`src/rtl/sw_debounce.sv`:
```
// sw_debounce: conditions the raw board slide switches into clean levels.
// Each bit is double-flop synchronised, then must hold a new level for
// DEBOUNCE_CYCLES consecutive clocks before the clean output follows it.
// A one-cycle rise/fall strobe marks the first cycle of each new clean level.
module sw_debounce #(
   parameter int WIDTH           = 18,
   parameter int DEBOUNCE_CYCLES = 1000000,
   parameter int CNT_W           = 20
) (
   input  logic             CLOCK_50,
   input  logic             RESET_N,
   input  logic [WIDTH-1:0] sw_in,
   output logic [WIDTH-1:0] sw_clean,
   output logic [WIDTH-1:0] sw_rise,
   output logic [WIDTH-1:0] sw_fall,
   output logic             changed
);

   // Last count value before a level qualifies; the counter never goes past it.
   localparam logic [CNT_W-1:0] LP_LAST = CNT_W'(DEBOUNCE_CYCLES - 1);

   logic [WIDTH-1:0] r_sync1;
   logic [WIDTH-1:0] r_sync2;
   logic [CNT_W-1:0] r_cnt [WIDTH];
   logic [WIDTH-1:0] r_clean;
   logic [WIDTH-1:0] r_rise;
   logic [WIDTH-1:0] r_fall;
   logic [WIDTH-1:0] w_strobe;

   // Synchroniser, per-bit stability counters, clean level and strobes.
   // Reset is asynchronous so a partial count is discarded immediately.
   always_ff @(posedge CLOCK_50 or negedge RESET_N) begin
      if (!RESET_N) begin
         r_sync1 <= '0;
         r_sync2 <= '0;
         r_clean <= '0;
         r_rise  <= '0;
         r_fall  <= '0;
         for (int i = 0; i < WIDTH; i++) begin
            r_cnt[i] <= '0;
         end
      end else begin
         r_sync1 <= sw_in;
         r_sync2 <= r_sync1;
         for (int i = 0; i < WIDTH; i++) begin
            // Strobes last one cycle unless a new qualification fires below.
            r_rise[i] <= 1'b0;
            r_fall[i] <= 1'b0;
            if (r_sync2[i] == r_clean[i]) begin
               // Any return to the clean level restarts qualification.
               r_cnt[i] <= '0;
            end else if (r_cnt[i] == LP_LAST) begin
               r_clean[i] <= r_sync2[i];
               r_cnt[i]   <= '0;
               r_rise[i]  <= r_sync2[i];
               r_fall[i]  <= ~r_sync2[i];
            end else begin
               r_cnt[i] <= r_cnt[i] + CNT_W'(1);
            end
         end
      end
   end

   // Outputs come straight from registers; changed is a plain OR-reduce.
   assign w_strobe = r_rise | r_fall;
   assign sw_clean = r_clean;
   assign sw_rise  = r_rise;
   assign sw_fall  = r_fall;
   assign changed  = |w_strobe;

endmodule
```
`config.mk`:
```
export PLATFORM = sky130hd
export DESIGN_NAME = sw_debounce
export DESIGN_NICKNAME = d
export VERILOG_FILES = /design/src/rtl/sw_debounce.sv
export SDC_FILE = /design/constraint.sdc
export NUM_CORES = 1
export LEC_CHECK = 0
export CORE_MARGIN = 1.5
export CORE_UTILIZATION = 43
export DETAILED_ROUTE_END_ITERATION = 12
export PLACE_DENSITY_LB_ADDON = 0.25
export SKIP_LAST_GASP = 1
export SLEW_MARGIN = 40
export SYNTH_ARGS = -nofsm -noshare
export SYNTH_HDL_FRONTEND = slang
export SYNTH_SLANG_ARGS = --single-unit
```
`constraint.sdc`:
```
create_clock -name CLOCK_50 -period 2.7 [get_ports CLOCK_50]
set_input_delay 0.675 -clock CLOCK_50 [delete_from_list [all_inputs] [get_ports CLOCK_50]]
set_output_delay 0.675 -clock CLOCK_50 [all_outputs]
set_load 0.03 [all_outputs]
```
# After elaboration in Yosys (flattened, before gate mapping)
# Cells that the tools add are included.
# op_classes
n_reduce_logical	19
n_addsub	18
bitwise	37
muxes	108
eq_ne	36
# op_table
cell	n
$mux 20	36
$add 20x1->20 const B	18
$eq 20x20->1 const B	18
$mux 1	72
$not 1->1	36
$reduce_and 2->1	18
$eq 1x1->1	18
$or 18x18->18	1
$reduce_or 18->1	1
# totals
word_cells	258
regBits	450
out_inout_bits	55
in_bits	20

# Logic depth before layout (Yosys ltp)
# Gate-level depths: netlist of run 1.
# logic_depth
ltp_word	3
ltp_mapped	7

# Worst setup path before layout of run 1
# OpenSTA, ideal clock, no wires.
# synth_path
kind	register to register
from	register r_cnt[286] (netlist bit)
to	register r_clean[3] (netlist: sw_clean[3])
t_required_ps	2575
setup_time_ps	125
slack_ps	613
stages_incl_launch_ff	5
t_arrival_ps	1961
path_cell_list	dfrtp_1 -> or4b_1 -> or4_4 -> or2_4 -> mux2_4
# synth_between
elab_chain_cells	2
# synth_rtl
item	line	source
from (decl)	24	logic [CNT_W-1:0] r_cnt [WIDTH];
from (signal, indexed assignment)	58	r_cnt[i] <= r_cnt[i] + CNT_W'(1);
$eq 20x20->1	52	end else if (r_cnt[i] == LP_LAST) begin
$reduce_and 2->1 (no source line)	n/a	
to (signal, indexed assignment)	53	r_clean[i] <= r_sync2[i];
to (decl)	25	logic [WIDTH-1:0] r_clean;
# No other way between the ends.
# A chain may end at the register's enable or synchronous reset.

# Worst setup path after layout of run 1
# layout_path
from	register r_fall[3] (netlist: sw_fall[3])
to	output changed
# layout_between
elab_chain_cells	2
# layout_rtl
item	line	source
from (decl)	27	logic [WIDTH-1:0] r_fall;
from (signal, indexed assignment)	56	r_fall[i] <= ~r_sync2[i];
$or 18x18->18	65	assign w_strobe = r_rise | r_fall;
$reduce_or 18->1	69	assign changed = |w_strobe;
to (decl)	16	output logic changed
# No other way between the ends.

==> run summary, run 1 <==
Post-synth cell types - 49
Seq. cell area - 0.0113 sq mm
DP Wirelength - 30.7 mm
Chip height - 224 um
Top cells by area, synth - dfrtp_1 54%, xor2_1 5.2%, xnor2_1 4.6%
Largest family of logic cells by synthesized area - simple AND/OR/NAND/NOR gates
H-tree depth - 2
I/O pins - 75
GR Util All Layers - 0.181
Area leader, netlist - dfrtp_1
Core Util, Final - 0.511
Port bufs - 74
DR WL/cell - 15.6 um
FF+latch count, synth - 450
Status - finished, violations left
Area growth syn-to-layout - 16.7%
Multi-input gate area - 0.00942 sq mm
Max Clock Freq - 365 MHz
Core Region - 0.0480 sq mm
Final period util - 1.01
Crit. End Element - primary output
Commonest cells after routing, fill and taps aside - 450 x dfrtp_1, 253 x nor2_1, 141 x nand3_1
Worst slew pin tran - 796 ps
Clock Latency Late Sink - 580 ps
# setup viols final - 1
Worst path arrival time - 2060 ps
Worst-path maximum fanout - 2
FFs w/ async S/R, synth - 1.00
VDD IR max - 0.000534 V
Die W - 224 um
Synth Area in Compound Gates - 0.0674
Worst setup path endpoint - changed
Failing checks - negative setup slack
Commonest non-fill, non-tap cell in the layout - dfrtp_1
Post-synthesis average cell area - 10.3 sq um
Relative slew slack - 0.464
FF-to-FF End - r_cnt[107]
Min-delay worst type - in2async
Max incr delay on CP - 400 ps
Simple-gate share of the synthesized area - 0.259
Clk sinks - 450
Largest net degree at the start of global routing - 66
Critical Path Slowest Stage Cell - dfrtp_1
ANT nets after route - 0
# diodes - 0
Hold Fails Final Rpt - 0
Pins Over Slew Limit - 0
Leakage - 9.93 nW
Post-synthesis cell count - 2047
Synth Area in XOR/XNOR - 0.0974
Share of layout cells above drive strength 1 - 0.0907
Unrepaired setup endpoints after global routing - yes
Congestion Overflow GR - 0
Initial antenna violation count - 0
Row count - 80
Total power divided by cell area - 594 mW/mm^2
Die area - 0.0503 sq mm
Drt total wl - 44.0 mm
Initial Util - 0.438
Setup Skew - 14.3 ps
R2r setup slk - 510 ps
Sequential fraction of the synthesis area - 0.535
Post-route cell area - 0.0246 sq mm
Critical path class - reg2out
Yosys top cell area share - 0.535
Placed standard-cell area - 0.0228 sq mm
CTS Buf Count - 50
Post-synthesis adder-cell area fraction - 0.0107
CTS tree - yes
Post-synthesis cell area - 0.0210 sq mm
CTS root buf - clkbuf_16
GPL Wtd Cong - 0.838
Via-per-instance ratio - 5.51
1st-pass router iterations - 5
Final min period - 2740 ps
Setup WS post-layout - -36.4 ps
Post-synth EDFFs - 0
Max clock buf depth - 3
Cell Count, Final, Fillers Out - 2830
Final #Nets - 2215
Maxcap violations - 0
Post-placement cell count - 2740
DRC - 0
DRT iter0 DRCs - 922
Primary FF master, synth - dfrtp_1
Fillers - 4262
Crit-path cells - nor4_4, buf_4, nand4_1, nor2_4, nand4_1, buf_4
Detailed-route via count - 15.6k
Worst Setup SP - sw_fall[3]
Syn nets - 2085
Required @ worst endpoint - 2030 ps
RR Startpoint - r_cnt[115]
Hold buffer count at cts - 0
Synth warn - 0
First-pass GRT wire length - 75.9 mm
Worst hold margin - 63.8 ps
Vias in the first global route - 15.5k
CP startpoint kind - flop
Post-CTS Setup Bufs - 0
Mux share of post-synthesis cell area - 0.0116
Clk pin slew, worst setup/hold paths - 60 ps
R2r worst-path depth - 4
Tot Pwr - 0.0146 W
==> cell families after synthesis <==
kind of cell	after synthesis
muxes	21
buffers and inverters	95
and+or+nand+nor	997
adders and majority gates	18
AOI/OAI and AO/OA	232
xor gates and xnor gates	234
DFF	450
==> synthesized netlist by cell type, types with 4 or more instances <==
| cell type | count |
|---|---|
| nor3b_1 | 37 |
| and2_1 | 11 |
| nor4_1 | 55 |
| nand2_1 | 101 |
| nand3b_1 | 9 |
| o21ai_0 | 59 |
| or4_1 | 55 |
| ha_1 | 18 |
| o31ai_2 | 12 |
| nand2b_1 | 4 |
| or2_2 | 11 |
| buf_2 | 14 |
| nand4b_1 | 9 |
| clkbuf_1 | 21 |
| mux2_2 | 15 |
| o31ai_1 | 38 |
| and4_1 | 22 |
| nor4bb_1 | 7 |
| inv_1 | 54 |
| nand3_1 | 141 |
| or4b_1 | 8 |
| or3_1 | 60 |
| nand4_1 | 89 |
| dfrtp_1 | 450 |
| xnor2_1 | 110 |
| a21oi_1 | 107 |
| and3_1 | 58 |
| xor2_1 | 124 |
| nor2_1 | 254 |
| a31o_2 | 9 |
| nor4b_1 | 8 |
| nor3_1 | 42 |
==> report_power, final <==
| group | switching, W | leakage [nW] | internal (W) |
|---|---|---|---|
| clock network | 0.00275 | 0.864 | 0.00446 |
| registers | 0.000102 | 6.16 | 0.00684 |
| logic | 0.000284 | 2.90 | 0.000158 |
| total | 0.00314 | 9.93 | 0.0115 |
==> critical path, delay by kind of cell (launching register included) <==
family,cells,cell delay [ps]
flops,1,400
buf+inv,2,350
simple gates,4,740
==> layer usage <==
| metal | up-vias | track usage | part of all wire |
|---|---|---|---|
| li1 | 7633 | - | - |
| met4 | 0 | 0.0619 | 0.026 |
| met5 | - | 0 | 0 |
| met1 | 7671 | 0.245 | 0.47 |
| met3 | 68 | 0.0353 | 0.043 |
| met2 | 210 | 0.293 | 0.46 |
==> worst min path at each step <==
stage,from,end
floorplan,r_sync1[0],r_sync2[0]
global route,RESET_N,r_cnt[223]
global placement,r_sync1[4],r_sync2[4]
detailed placement,r_sync1[16],r_sync2[16]
CTS,RESET_N,r_cnt[223]
finish,RESET_N,r_cnt[223]
==> registers in the layout, summed over array words and instances (netlist names) <==
signal / cells
sw_fall: 18
sw_clean: 18
r_sync2: 18
sw_rise: 18
r_sync1: 18
r_cnt: 360
==> repair_timing <==
action | CTS | global route
gates resized for setup | 6 | 1
pin swaps | 1 | 0
endpoints found under the setup margin | 1 | 1
gates cloned | 0 | 0
==> cell type report <==
cell class / count / area share
Timing Repair Buffer: 119 / 0.0476
Inverter: 54 / 0.00825
Tap cell: 615 / 0.0313
Multi-Input combinational cell: 1502 / 0.383
Clock buffer: 68 / 0.0582
Sequential cell: 450 / 0.458
Clock inverter: 22 / 0.0130
==> metrics by stage <==
step,setup slack (ps),setup TNS [ps]
detailed placement,200,0
global route,-152,-152
CTS,-126,-126
finish,-36.4,-36.4
floorplan,613,0
global placement,253,0
Note: power is estimated with default switching activity, not from simulation.
==> run 2, diff against run 1 <==
--- a/config.mk
+++ b/config.mk
@@ -5,9 +5,10 @@
 export SDC_FILE = /design/constraint.sdc
 export NUM_CORES = 1
 export LEC_CHECK = 0
-export CORE_MARGIN = 1.5
 export CORE_UTILIZATION = 43
 export DETAILED_ROUTE_END_ITERATION = 12
+export GPL_TIMING_DRIVEN = 0
+export MAX_ROUTING_LAYER = met4
 export PLACE_DENSITY_LB_ADDON = 0.25
 export SKIP_LAST_GASP = 1
 export SLEW_MARGIN = 40
==> run summary, run 2 (same netlist as run 1, synthesis figures left out) <==
Clk sinks - 450 (unchanged)
Final #Nets - 2217 (was 2215)
Leakage - 9.83 nW (was 9.93 nW)
Clk pin slew, worst setup/hold paths - 60 ps (about the same)
Commonest non-fill, non-tap cell in the layout - dfrtp_1 (unchanged)
Die W - 223 um (was 224 um)
Unrepaired setup endpoints after global routing - yes (unchanged)
CTS tree - yes (unchanged)
Initial antenna violation count - 0 (unchanged)
Core Region - 0.0480 sq mm (unchanged)
Vias in the first global route - 15.3k (was 15.5k)
Status - finished, violations left (unchanged)
Max clock buf depth - 3 (unchanged)
Comb pwr share - 0.031 (was 0.030)
Port bufs - 74 (unchanged)
GR Util All Layers - 0.182 (was 0.181)
Clock Power Share - 0.477 (was 0.494)
Internal power - 0.0111 W (was 0.0115 W)
Worst slew pin tran - 841 ps (was 796 ps)
DRT iter0 DRCs - 964 (was 922)
GPL Wtd Cong - 0.835 (was 0.838)
Setup Skew - 24.9 ps (was 14.3 ps)
Sw Pwr - 0.00302 W (was 0.00314 W)
Crit. End Element - primary output (unchanged)
Pins Over Slew Limit - 0 (unchanged)
ANT nets after route - 0 (unchanged)
Failing checks - negative setup slack (unchanged)
Initial Util - 0.438 (unchanged)
CP startpoint kind - flop (unchanged)
Relative slew slack - 0.436 (was 0.464)
VDD IR max - 0.000411 V (was 0.000534 V)
Required @ worst endpoint - 2030 ps (about the same)
Largest net degree at the start of global routing - 74 (was 66)
Drt total wl - 43.0 mm (was 44.0 mm)
Row count - 80 (unchanged)
Worst-path maximum fanout - 2 (unchanged)
DP Wirelength - 29.6 mm (was 30.7 mm)
Most used cell, CP - nand4_1
H-tree depth - 2 (unchanged)
Chip height - 223 um (was 224 um)
Crit path buf inv count - 1 (was 2)
Biggest register - r_cnt (unchanged)
Setup WS post-layout - -95.3 ps (was -36.4 ps)
Critical Path Slowest Stage Cell - nor4_4 (was dfrtp_1)
Share of layout cells above drive strength 1 - 0.0790 (was 0.0907)
Via-per-instance ratio - 5.54 (was 5.51)
DR WL/cell - 15.2 um (was 15.6 um)
Crit-path cells - nor4_4, nand4_1, nor2_4, nand4_1, buf_4 (was nor4_4, buf_4, nand4_1, nor2_4, nand4_1, buf_4)
Worst path arrival time - 2120 ps (was 2060 ps)
Final period util - 1.04 (was 1.01)
Detailed-route via count - 15.7k (was 15.6k)
Max reg flops - 360 (unchanged)
Flop pwr share - 0.493 (was 0.476)
Critical path class - reg2out (unchanged)
Maxcap violations - 0 (unchanged)
Max Clock Freq - 358 MHz (was 365 MHz)
Delay-heaviest family, CP - simple AND/OR/NAND/NOR gates (unchanged)
1st-pass router iterations - 5 (unchanged)
Hold Fails Final Rpt - 0 (unchanged)
# diodes - 0 (unchanged)
CTS Buf Count - 49 (was 50)
DRC - 0 (unchanged)
Commonest cells after routing, fill and taps aside - 450 x dfrtp_1, 253 x nor2_1, 141 x nand3_1 (unchanged)
Final min period - 2800 ps (was 2740 ps)
Setup TNS - -95.3 ps (was -36.4 ps)
Congestion Overflow GR - 0 (unchanged)
Min-delay worst type - reg2reg (was in2async)
Die area - 0.0498 sq mm (was 0.0503 sq mm)
# setup viols final - 1 (unchanged)
I/O pins - 75 (unchanged)
First-pass GRT wire length - 73.9 mm (was 75.9 mm)
R2r setup slk - 330 ps (was 510 ps)
Clock Latency Late Sink - 580 ps (about the same)
Area growth syn-to-layout - 16.2% (was 16.7%)
Total power divided by cell area - 576 mW/mm^2 (was 594 mW/mm^2)
Max incr delay on CP - 450 ps (was 400 ps)
Post-Place Worst Slack - -421 ps (was 200 ps)
Sw Ratio - 0.214 (was 0.215)
CTS root buf - clkbuf_16 (unchanged)
==> run 2: timing repair <==
item / CTS / global route
pin swaps: 3 / 1
setup buffers: 0 / 0
hold buffers: 1 / 0
resized for setup: 14 / 1
setup endpoints to repair: 1 / 1
hold endpoints to repair: 39 / 0
==> run 2: worst paths after layout <==
kind                       cells after the start         end       start
max in group asynchronous                      5  r_cnt[158]     RESET_N
min in group asynchronous                      2  r_sync2[6]     RESET_N
max reg2reg                                    6  r_cnt[273]  r_cnt[271]
min                                            0  r_sync2[8]  r_sync1[8]
max                                            5     changed  sw_fall[0]
min reg2reg                                    0  r_sync2[8]  r_sync1[8]
==> run 2: layout make-up <==
cell class | count | area [sq um]
fillers | 4282 | 23600
flip-flops and latches | 450 | 11300
multi-input cells | 1502 | 9460
clock buffers | 79 | 1510
repair buffers | 81 | 918
well taps | 615 | 769
plain buffers | 41 | 205
inverters | 54 | 203
clock inverters | 8 | 129
==> run 2: power groups by stage <==
stage / registers (W) / clock network (W) / logic [W]
after floorplan: 0.00703 / 0 / 0.000190
final: 0.00694 / 0.00672 / 0.000430
after global placement: 0.00707 / 0 / 0.000407
after global routing: 0.00695 / 0.00723 / 0.000501
after CTS: 0.00694 / 0.00695 / 0.000448
after detailed placement: 0.00706 / 0 / 0.000445
==> run 2: routing by layer <==
layer / GRT usage / share of wire / up-vias / routed length, um
met5: - / 0 / - / 0
met4: 0.0572 / 0.022 / 0 / 958
met3: 0.0266 / 0.035 / 73 / 1510
met2: 0.292 / 0.46 / 225 / 20000
met1: 0.240 / 0.48 / 7758 / 20600
li1: - / - / 7632 / -
==> run 2: worst reg2reg max path, delay by kind of cell (launching register included) <==
| family | cells | cell delay (ps) |
|---|---|---|
| buf+inv | 2 | 530 |
| simple gates | 3 | 660 |
| flops | 1 | 360 |
| compound gates | 1 | 700 |
==> run 2: metrics by stage <==
step | cell area (sq um) | total power [W] | hold WS (ps) | util | cells
final | 24500 | 0.0141 | 347 | 0.509 | 2830
after global routing | 24500 | 0.0147 | 353 | 0.509 | 2830
after CTS | 24400 | 0.0143 | 345 | 0.509 | 2830
after detailed placement | 22700 | 0.00750 | 336 | 0.473 | 2742
after global placement | 22600 | 0.00748 | 332 | 0.470 | 2736
after floorplan | 21000 | 0.00722 | 331 | - | 2047
==> run 3, diff against run 2 <==
--- a/config.mk
+++ b/config.mk
@@ -5,8 +5,11 @@
 export SDC_FILE = /design/constraint.sdc
 export NUM_CORES = 1
 export LEC_CHECK = 0
+export CELL_PAD_IN_SITES_DETAIL_PLACEMENT = 0
+export CELL_PAD_IN_SITES_GLOBAL_PLACEMENT = 1
 export CORE_UTILIZATION = 43
 export DETAILED_ROUTE_END_ITERATION = 12
+export DONT_BUFFER_PORTS = 1
 export GPL_TIMING_DRIVEN = 0
 export MAX_ROUTING_LAYER = met4
 export PLACE_DENSITY_LB_ADDON = 0.25
==> run summary, run 3 (same netlist as run 1, synthesis figures left out) <==
Setup Skew - 35.8 ps (was 24.9 ps)
Detailed-route via count - 15.2k (was 15.7k)
Area growth syn-to-layout - 12.7% (was 16.2%)
Highest metal used - met4 (unchanged)
Biggest register - r_cnt (unchanged)
1st-pass router iterations - 5 (unchanged)
Worst hold margin - -216 ps (was 347 ps)
Failing checks - negative hold slack, negative setup slack (was negative setup slack)
Max clock buf depth - 3 (unchanged)
Pins Over Slew Limit - 0 (unchanged)
Worst slew pin tran - 1440 ps (was 841 ps)
Row count - 80 (unchanged)
Final #Nets - 2138 (was 2217)
Max Clock Freq - 331 MHz (was 358 MHz)
Core Util, Final - 0.494 (was 0.509)
Final period util - 1.12 (was 1.04)
# setup viols final - 1 (unchanged)
Clock Latency Late Sink - 620 ps (was 580 ps)
Commonest cells after routing, fill and taps aside - 446 x dfrtp_1, 253 x nor2_1, 141 x nand3_1 (was 450 x dfrtp_1, 253 x nor2_1, 141 x nand3_1)
# diodes - 0 (unchanged)
Clk pin slew, worst setup/hold paths - 60 ps (about the same)
Maxcap violations - 0 (unchanged)
Chip height - 223 um (unchanged)
Drt total wl - 44.0 mm (was 43.0 mm)
Initial antenna violation count - 0 (unchanged)
Via-per-instance ratio - 5.53 (was 5.54)
Total power divided by cell area - 613 mW/mm^2 (was 576 mW/mm^2)
Initial Util - 0.438 (unchanged)
Die W - 223 um (unchanged)
Max reg flops - 360 (unchanged)
CTS root buf - clkbuf_16 (unchanged)
GR Util All Layers - 0.185 (was 0.182)
Worst-path maximum fanout - 2 (unchanged)
Worst path arrival time - 2350 ps (was 2120 ps)
Core Region - 0.0480 sq mm (unchanged)
Die area - 0.0498 sq mm (unchanged)
Hold Fails Final Rpt - 122 (was 0)
Unrepaired setup endpoints after global routing - yes (unchanged)
Commonest non-fill, non-tap cell in the layout - dfrtp_1 (unchanged)
Met3 wire len - 1.94 mm (was 1.51 mm)
Share of layout cells above drive strength 1 - 0.0842 (was 0.0790)
Vias in the first global route - 14.8k (was 15.3k)
GPL Wtd Cong - 0.794 (was 0.835)
DR WL/cell - 16.0 um (was 15.2 um)
Crit. End Element - primary output (unchanged)
Status - finished, violations left (unchanged)
CTS Buf Count - 51 (was 49)
Met2 routed WL - 20.0 mm (about the same)
I/O pins - 75 (unchanged)
First-pass GRT wire length - 74.6 mm (was 73.9 mm)
Tot Pwr - 0.0145 W (was 0.0141 W)
DP Wirelength - 28.7 mm (was 29.6 mm)
VDD IR max - 0.000418 V (was 0.000411 V)
Leakage - 9.58 nW (was 9.83 nW)
Fillers - 4418 (was 4282)
DRT iter0 DRCs - 878 (was 964)
Port bufs - 0 (was 74)
CTS tree - yes (unchanged)
CP startpoint kind - flop (unchanged)
Critical path class - reg2out (unchanged)
Min-delay worst type - in2async (was reg2reg)
Largest net degree at the start of global routing - 451 (was 74)
Met1 Wirelength - 20.9 mm (was 20.6 mm)
H-tree depth - 2 (unchanged)
DRC - 0 (unchanged)
Clk sinks - 450 (unchanged)
Final min period - 3020 ps (was 2800 ps)
ANT nets after route - 0 (unchanged)
Relative slew slack - 0.0379 (was 0.436)
Congestion Overflow GR - 0 (unchanged)
Setup WS post-layout - -322 ps (was -95.3 ps)
Required @ worst endpoint - 2030 ps (about the same)
[run 3: cell types whose count changed in the layout (fill, tap and decap cells not counted), sizes merged]
| cell | before | now |
|---|---|---|
| clkbuf | 100 | 93 |
| dlygate4sd3 | 1 | 0 |
| clkinvlp | 1 | 0 |
| bufinv | 3 | 8 |
| buf | 28 | 20 |
| inv | 54 | 57 |
| clkdlybuf4s50 | 72 | 0 |
| clkinv | 4 | 9 |
[run 3: area by class of cell]
| type | instances | area [sq um] | share of cell area |
|---|---|---|---|
| multi-input cells | 1502 | 9490 | 0.400 |
| flip-flops and latches | 450 | 11300 | 0.475 |
| inverters | 54 | 203 | 0.00854 |
| plain buffers | 41 | 205 | 0.00865 |
| clock inverters | 20 | 334 | 0.0141 |
| clock buffers | 72 | 1460 | 0.0613 |
| well taps | 615 | 769 | 0.0324 |
[run 3: final timing paths]
| path | cells after the start | slack (ps) | startpoint | endpoint |
|---|---|---|---|---|
| worst max-delay path | 4 | -320 | sw_rise[2] | changed |
| worst min-delay path | 0 | -220 | RESET_N | r_cnt[295] |
| min in group CLOCK_50 | 0 | 80 | sw_in[16] | r_sync1[16] |
| worst min register to register | 0 | 350 | r_sync1[1] | r_sync2[1] |
| worst max register to register | 6 | 200 | r_cnt[320] | r_cnt[325] |
| max in group asynchronous | 0 | 1690 | RESET_N | sw_rise[17] |
[run 3: metrics by stage]
| stage | hold slack, ps | instances | area [sq um] | setup slack (ps) | TNS [ps] |
|---|---|---|---|---|---|
| 6_report | -216 | 2754 | 23700 | -322 | -322 |
| 5_1_grt | -253 | 2754 | 23700 | -353 | -353 |
| 4_1_cts | -247 | 2754 | 23700 | -366 | -366 |
| 3_5_place_dp | 336 | 2662 | 21800 | -236 | -236 |
| 3_3_place_gp | 332 | 2662 | 21800 | -288 | -288 |
| 2_1_floorplan | 331 | 2047 | 21000 | 613 | 0 |
[run 3: power breakdown]
group | leakage [nW] | switching [W] | internal (W)
combinational | 2.54 | 0.000152 | 0.0000964
sequential | 6.15 | 0.000101 | 0.00684
clock | 0.886 | 0.00283 | 0.00453
total | 9.58 | 0.00308 | 0.0115
[run 3: routing by layer]
metal,GRT usage,up-vias
met3,0.0383,68
met2,0.279,188
met4,0.0610,0
met1,0.250,7484
li1,-,7478
met5,-,-
[run 3: what timing repair did]
action                                  in CTS  in global routing
endpoints found under the setup margin       1                  1
resized for setup                           15                  2
setup buffers                                0                  0
hold endpoints to repair                   450                450
pin swaps                                    2                  3
gates cloned                                 0                  0
[run 3: critical path, stage by stage (launching register included)]
cell     delay (ps)
dfrtp_2         510
nor4_4          460
nand4_1         210
nor2_4          180
nand4_1         350
